File: src/rtl/fetch_sequencer_pkg.sv
// Shared definitions for the instruction fetch sequencer.
// Latency: n/a (types and constants only).
// Backpressure: n/a.
package fetch_sequencer_pkg;

    localparam int ADDR_W_DEF  = 16;
    localparam int INSTR_W_DEF = 16;
    localparam int DISP_W_DEF  = 8;

    // Increment values presented to program_counter while pc_inc is set
    localparam logic [7:0] PC_HOLD    = 8'h00;
    localparam logic [7:0] PC_ADVANCE = 8'h01;

    typedef enum logic [2:0] {
        IDLE   = 3'd0,
        FETCH  = 3'd1,
        WAIT   = 3'd2,
        VALID  = 3'd3,
        HALTED = 3'd4
    } fetch_state_e;

endpackage

File: src/rtl/fetch_sequencer_target.sv
// Redirect detection and target selection: jump beats a taken branch.
// Latency: purely combinational.
// Backpressure: none; decision is made in the cycle the inputs are presented.
module branch_target_calc #(
    parameter int ADDR_W = 16,
    parameter int DISP_W = 8
) (
    input  logic [ADDR_W-1:0] instr_addr,
    input  logic [DISP_W-1:0] br_disp,
    input  logic              br_valid,
    input  logic              br_taken,
    input  logic              jmp_valid,
    input  logic [ADDR_W-1:0] jmp_target,
    output logic              redirect,
    output logic [ADDR_W-1:0] target
);

    logic [ADDR_W-1:0] disp_ext;

    // Sign-extend the displacement; the add wraps naturally modulo 2^ADDR_W
    always_comb begin
        disp_ext = {{(ADDR_W-DISP_W){br_disp[DISP_W-1]}}, br_disp};
        redirect = jmp_valid | (br_valid & br_taken);
        target   = jmp_valid ? jmp_target : (instr_addr + disp_ext);
    end

endmodule

File: src/rtl/fetch_sequencer.sv
// Fetch sequencer: steers program_counter, reads instruction memory, hands words to decode.
// Latency: 3 cycles per instruction minimum (FETCH, WAIT, VALID).
// Backpressure: holds instr/instr_valid and the PC while instr_ready is low.
module fetch_sequencer
    import fetch_sequencer_pkg::*;
#(
    parameter int ADDR_W  = ADDR_W_DEF,
    parameter int INSTR_W = INSTR_W_DEF,
    parameter int DISP_W  = DISP_W_DEF
) (
    input  logic               clk,
    input  logic               reset,
    input  logic [ADDR_W-1:0]  pc,
    output logic               pc_inc,
    output logic [7:0]         pc_in,
    output logic [ADDR_W-1:0]  pc_din,
    output logic               pc_wEnb,
    output logic               mem_rd,
    output logic [ADDR_W-1:0]  mem_addr,
    input  logic [INSTR_W-1:0] mem_data,
    output logic [INSTR_W-1:0] instr,
    output logic [ADDR_W-1:0]  instr_addr,
    output logic               instr_valid,
    input  logic               instr_ready,
    input  logic               br_valid,
    input  logic               br_taken,
    input  logic [DISP_W-1:0]  br_disp,
    input  logic               jmp_valid,
    input  logic [ADDR_W-1:0]  jmp_target,
    input  logic               halt
);

    fetch_state_e       state_q, state_d;
    logic [INSTR_W-1:0] instr_q, instr_d;
    logic [ADDR_W-1:0]  instr_addr_q, instr_addr_d;
    logic               instr_valid_q, instr_valid_d;

    logic               redirect;
    logic               redirect_ok;
    logic [ADDR_W-1:0]  target;

    branch_target_calc #(
        .ADDR_W (ADDR_W),
        .DISP_W (DISP_W)
    ) u_target (
        .instr_addr (instr_addr_q),
        .br_disp    (br_disp),
        .br_valid   (br_valid),
        .br_taken   (br_taken),
        .jmp_valid  (jmp_valid),
        .jmp_target (jmp_target),
        .redirect   (redirect),
        .target     (target)
    );

    // Next state, capture and PC control; PC is always held, advanced or loaded
    always_comb begin
        state_d      = state_q;
        instr_d      = instr_q;
        instr_addr_d = instr_addr_q;
        pc_inc       = 1'b1;
        pc_in        = PC_HOLD;
        pc_wEnb      = 1'b0;
        pc_din       = '0;
        mem_rd       = 1'b0;
        mem_addr     = '0;
        redirect_ok  = redirect && (state_q != IDLE);

        case (state_q)
            IDLE: begin
                state_d = halt ? HALTED : FETCH;
            end
            FETCH: begin
                mem_rd   = 1'b1;
                mem_addr = pc;
                state_d  = WAIT;
            end
            WAIT: begin
                // A redirect in this cycle makes the returning word stale
                if (!redirect_ok) begin
                    instr_d      = mem_data;
                    instr_addr_d = pc;
                    pc_in        = PC_ADVANCE;
                end
                state_d = VALID;
            end
            VALID: begin
                if (instr_ready) begin
                    state_d = halt ? HALTED : FETCH;
                end
            end
            HALTED: begin
                if (!halt) begin
                    state_d = FETCH;
                end
            end
            default: begin
                state_d = IDLE;
            end
        endcase

        // Redirect loads the PC even when halting; it never advances in the same cycle
        if (redirect_ok) begin
            pc_inc  = 1'b0;
            pc_in   = PC_HOLD;
            pc_wEnb = 1'b1;
            pc_din  = target;
            state_d = halt ? HALTED : FETCH;
        end

        // While reset is low the PC is held and no memory read is issued
        if (!reset) begin
            pc_inc   = 1'b1;
            pc_in    = PC_HOLD;
            pc_wEnb  = 1'b0;
            pc_din   = '0;
            mem_rd   = 1'b0;
            mem_addr = '0;
        end

        instr_valid_d = (state_d == VALID);
    end

    // State and decode-facing registers with synchronous active-low reset
    always_ff @(posedge clk) begin
        if (!reset) begin
            state_q       <= IDLE;
            instr_q       <= '0;
            instr_addr_q  <= '0;
            instr_valid_q <= 1'b0;
        end else begin
            state_q       <= state_d;
            instr_q       <= instr_d;
            instr_addr_q  <= instr_addr_d;
            instr_valid_q <= instr_valid_d;
        end
    end

    assign instr       = instr_q;
    assign instr_addr  = instr_addr_q;
    assign instr_valid = instr_valid_q;

endmodule

File: config.mk
export PLATFORM = sky130hd
export DESIGN_NAME = fetch_sequencer
export DESIGN_NICKNAME = d
export VERILOG_FILES = /design/src/rtl/fetch_sequencer_pkg.sv /design/src/rtl/fetch_sequencer_target.sv /design/src/rtl/fetch_sequencer.sv
export SDC_FILE = /design/constraint.sdc
export NUM_CORES = 1
export LEC_CHECK = 0
export ABC_AREA = 0
export BUFFER_PORTS_ARGS = -buffer_cell sky130_fd_sc_hd__buf_2
export CAP_MARGIN = 30
export CORE_UTILIZATION = 50
export CTS_BUF_LIST = sky130_fd_sc_hd__clkbuf_8
export DETAILED_ROUTE_END_ITERATION = 10
export PLACE_DENSITY_LB_ADDON = 0.05
export SYNTH_ARGS = -nofsm -noshare
export SYNTH_HDL_FRONTEND = slang
export SYNTH_SLANG_ARGS = --single-unit
File: constraint.sdc
create_clock -name clk -period 8.4 [get_ports clk]
set_clock_uncertainty 0.05 [all_clocks]
set_input_delay 1.68 -clock clk [delete_from_list [all_inputs] [get_ports clk]]
set_output_delay 1.68 -clock clk [all_outputs]
set_load 0.02 [all_outputs]
==> run metrics <==
Root Buffer Master clkbuf_8; HP Class reg -> reg; Die Ht 72.7 um; Post-DRT Antenna Nets 0; synthesized area 2500 um^2; WHS Path Cells 2; post-layout util 69.6%; Vias 2745; initial antenna violation count 0; dominant cell type by area after synthesis dfxtp_1; # diodes 0; final hold viol count 0; stages on the worst setup path 9; CTS Buf Count 5; Netlist cell types 50; synth top area cells dfxtp_1 29%, nand2_1 14%, a21oi_1 11%, ha_1 7.5%, and2_1 4.0%; P_leak 1.64 nW; CP dominant cell by count buf_2; cell area power density 125 nW/um^2; ys async rst share 0%; DRC 0; first-pass GRT wire length 10300 um; worst rel slew slack 47.1%; Placer Congestion 0.868; CP delay by family, top compound AO/OA/AOI/OAI gates; flops & latches, synth 36; Yosys top cell area share 28.8%; Final min period 5620 ps; vias per inst 5.17; Die Wd 72.7 um; CTS resizes 0; clk slew on worst S/H paths 70 ps; WP data required 6670 ps; dpl cell area 3180 um^2; worst vdd ir 0.000118 V; die area 5280 um^2; vias in the first global route 2311; Ys Warns 0; Setup CP Type in -> out; share of cells above drive strength 1 33.2%; CTS tree built; outcome finished, final reports clean; drt wl/cell 12.3 um; GRT Total Usage 24.5%; DRT Pass-1 Iters 4; Final Cycle Share 66.8%; FF-to-FF path depth 5; Post-synth top flop dfxtp_1; Post-synth EDFFs 0; final WL 6530 um; Max Slew Vio Count 0; sequential fraction of the synthesis area 28.8%; CP bufs+invs 2; worst-path cell chain buf_2, ha_1, fa_1, a21o_1, a221oi_4, nor3_2, or3_1, a32o_1, buf_2; Crit path arrival time 3890 ps; largest net degree at the start of global routing 39; area delta synth->final 32.5%; Starting Density 52.6%; total negative slack 0 ps; crit-path max FO 7; CP Launch Type input port; slowest cell on the critical path a221oi_4; port bufs 131; final setup vio count 0; syn avg cell area 7.37 um^2; CP max stage delay 430 ps; post-CTS setup buffers 0; Highest Clock Rate 178 MHz; RSZ-0062 raised after global routing false; grt total ovfl 0; Worst Tran Pin Value 787 ps; Crit. End Element output port; max-cap violations 0; fin area 3310 um^2; clock buffer depth 2; Worst-Skew Late Latency 280 ps; # hold bufs at CTS 0; I/O pins 139; core area 4750 um^2; Post-Syn Instances 339; Fillers 461; Final #Nets 542; DR iter-0 viols 174; H-tree depth 2; FP Rows 25; Clock Sinks 36; HPWL after DPL 5110 um
Yosys cell counts (all sizes together), types with 3 or more instances:
cell type / n
ha: 15
xnor2: 5
inv: 6
a32o: 4
dfxtp: 36
clkbuf: 14
a21o: 5
o21ai: 14
buf: 10
nand3: 4
o21a: 5
a21oi: 54
and2: 16
nor3: 5
or3: 5
nand2: 92
mux2i: 3
nand4: 3
and3: 4
nor2: 8
nor4: 3
through the flow:
stage	instances	power (mW)	setup slack [ps]	hold WS (ps)
floorplan	345	0.227	3010	485
global placement	521	0.253	2800	388
detailed placement	523	0.254	2780	393
CTS	531	0.418	2780	403
global route	531	0.433	2700	421
finish	531	0.415	2780	402
report_power, final:
part | total, mW | switching (mW) | internal (mW)
clock | 0.164 | 0.0598 | 0.105
combinational | 0.0761 | 0.0459 | 0.0302
sequential | 0.175 | 0.00221 | 0.172
total | 0.415 | 0.108 | 0.307
state kept, by name (all words and copies together) (netlist names):
register and count:
state_q 3, instr_valid 1, instr_addr 16, instr 16
cells by family after synthesis:
| kind of cell | Yosys count | share of synthesized area (%) |
|---|---|---|
| other | 1 | 0.150 |
| adders and majority gates | 16 | 8.31 |
| buffers and inverters | 30 | 5.71 |
| DFF | 36 | 28.8 |
| and+or+nand+nor | 150 | 29.1 |
| AOI/OAI and AO/OA | 95 | 23.7 |
| muxes | 4 | 1.65 |
| xor gates and xnor gates | 7 | 2.45 |
path summary, 6_finish.rpt:
kind,from,end,slack (ps)
setup / recovery,br_disp[0],pc_din[12],2780
hold / removal,instr[10]$_SDFFE_PN0P_,instr[10]$_SDFFE_PN0P_,400
setup reg to reg,state_q[1]$_SDFF_PN0_,instr_addr[15]$_SDFFE_PN0P_,6560
hold reg to reg,instr[10]$_SDFFE_PN0P_,instr[10]$_SDFFE_PN0P_,400
cell type report:
cell class,instances,area [um^2],share of cell area (%)
sequential,36,721,21.8
multi-input combinational,279,1660,50.3
inverter,6,22.5,0.680
clock inverter,1,30.0,0.907
tap,67,83.8,2.53
clock buffer,7,96.3,2.91
timing repair buffer,135,693,20.9
routing by layer:
layer,wire (um),up-vias,GRT usage (%)
met3,400,4,4.97
li1,-,1418,-
met4,43,0,6.75
met1,3070,1225,32.2
met5,0,-,0
met2,3010,98,40.8
worst register-to-register path: cells and delay by family (launching register included):
family / cells / cell delay (ps)
and+or+nand+nor: 3 / 900
buffers and inverters: 1 / 250
AOI/OAI and AO/OA: 1 / 120
DFF: 1 / 450
cell usage in the layout, fill, tap and decap left out, types with 4 or more instances in the layout:
master	netlist	routed
inv_1	6	6
nor3_1	4	4
ha_1	15	15
o21a_1	5	5
a21o_1	4	4
buf_2	3	131
and2_1	16	16
nand3_1	4	4
clkbuf_8	0	7
a21oi_1	54	54
or3_1	4	4
xnor2_1	5	5
conb_1	1	7
nand2_1	92	92
o21ai_0	14	14
nor2_1	8	8
a32o_1	4	4
dfxtp_1	36	36
Power figures use the tool's default switching activity.
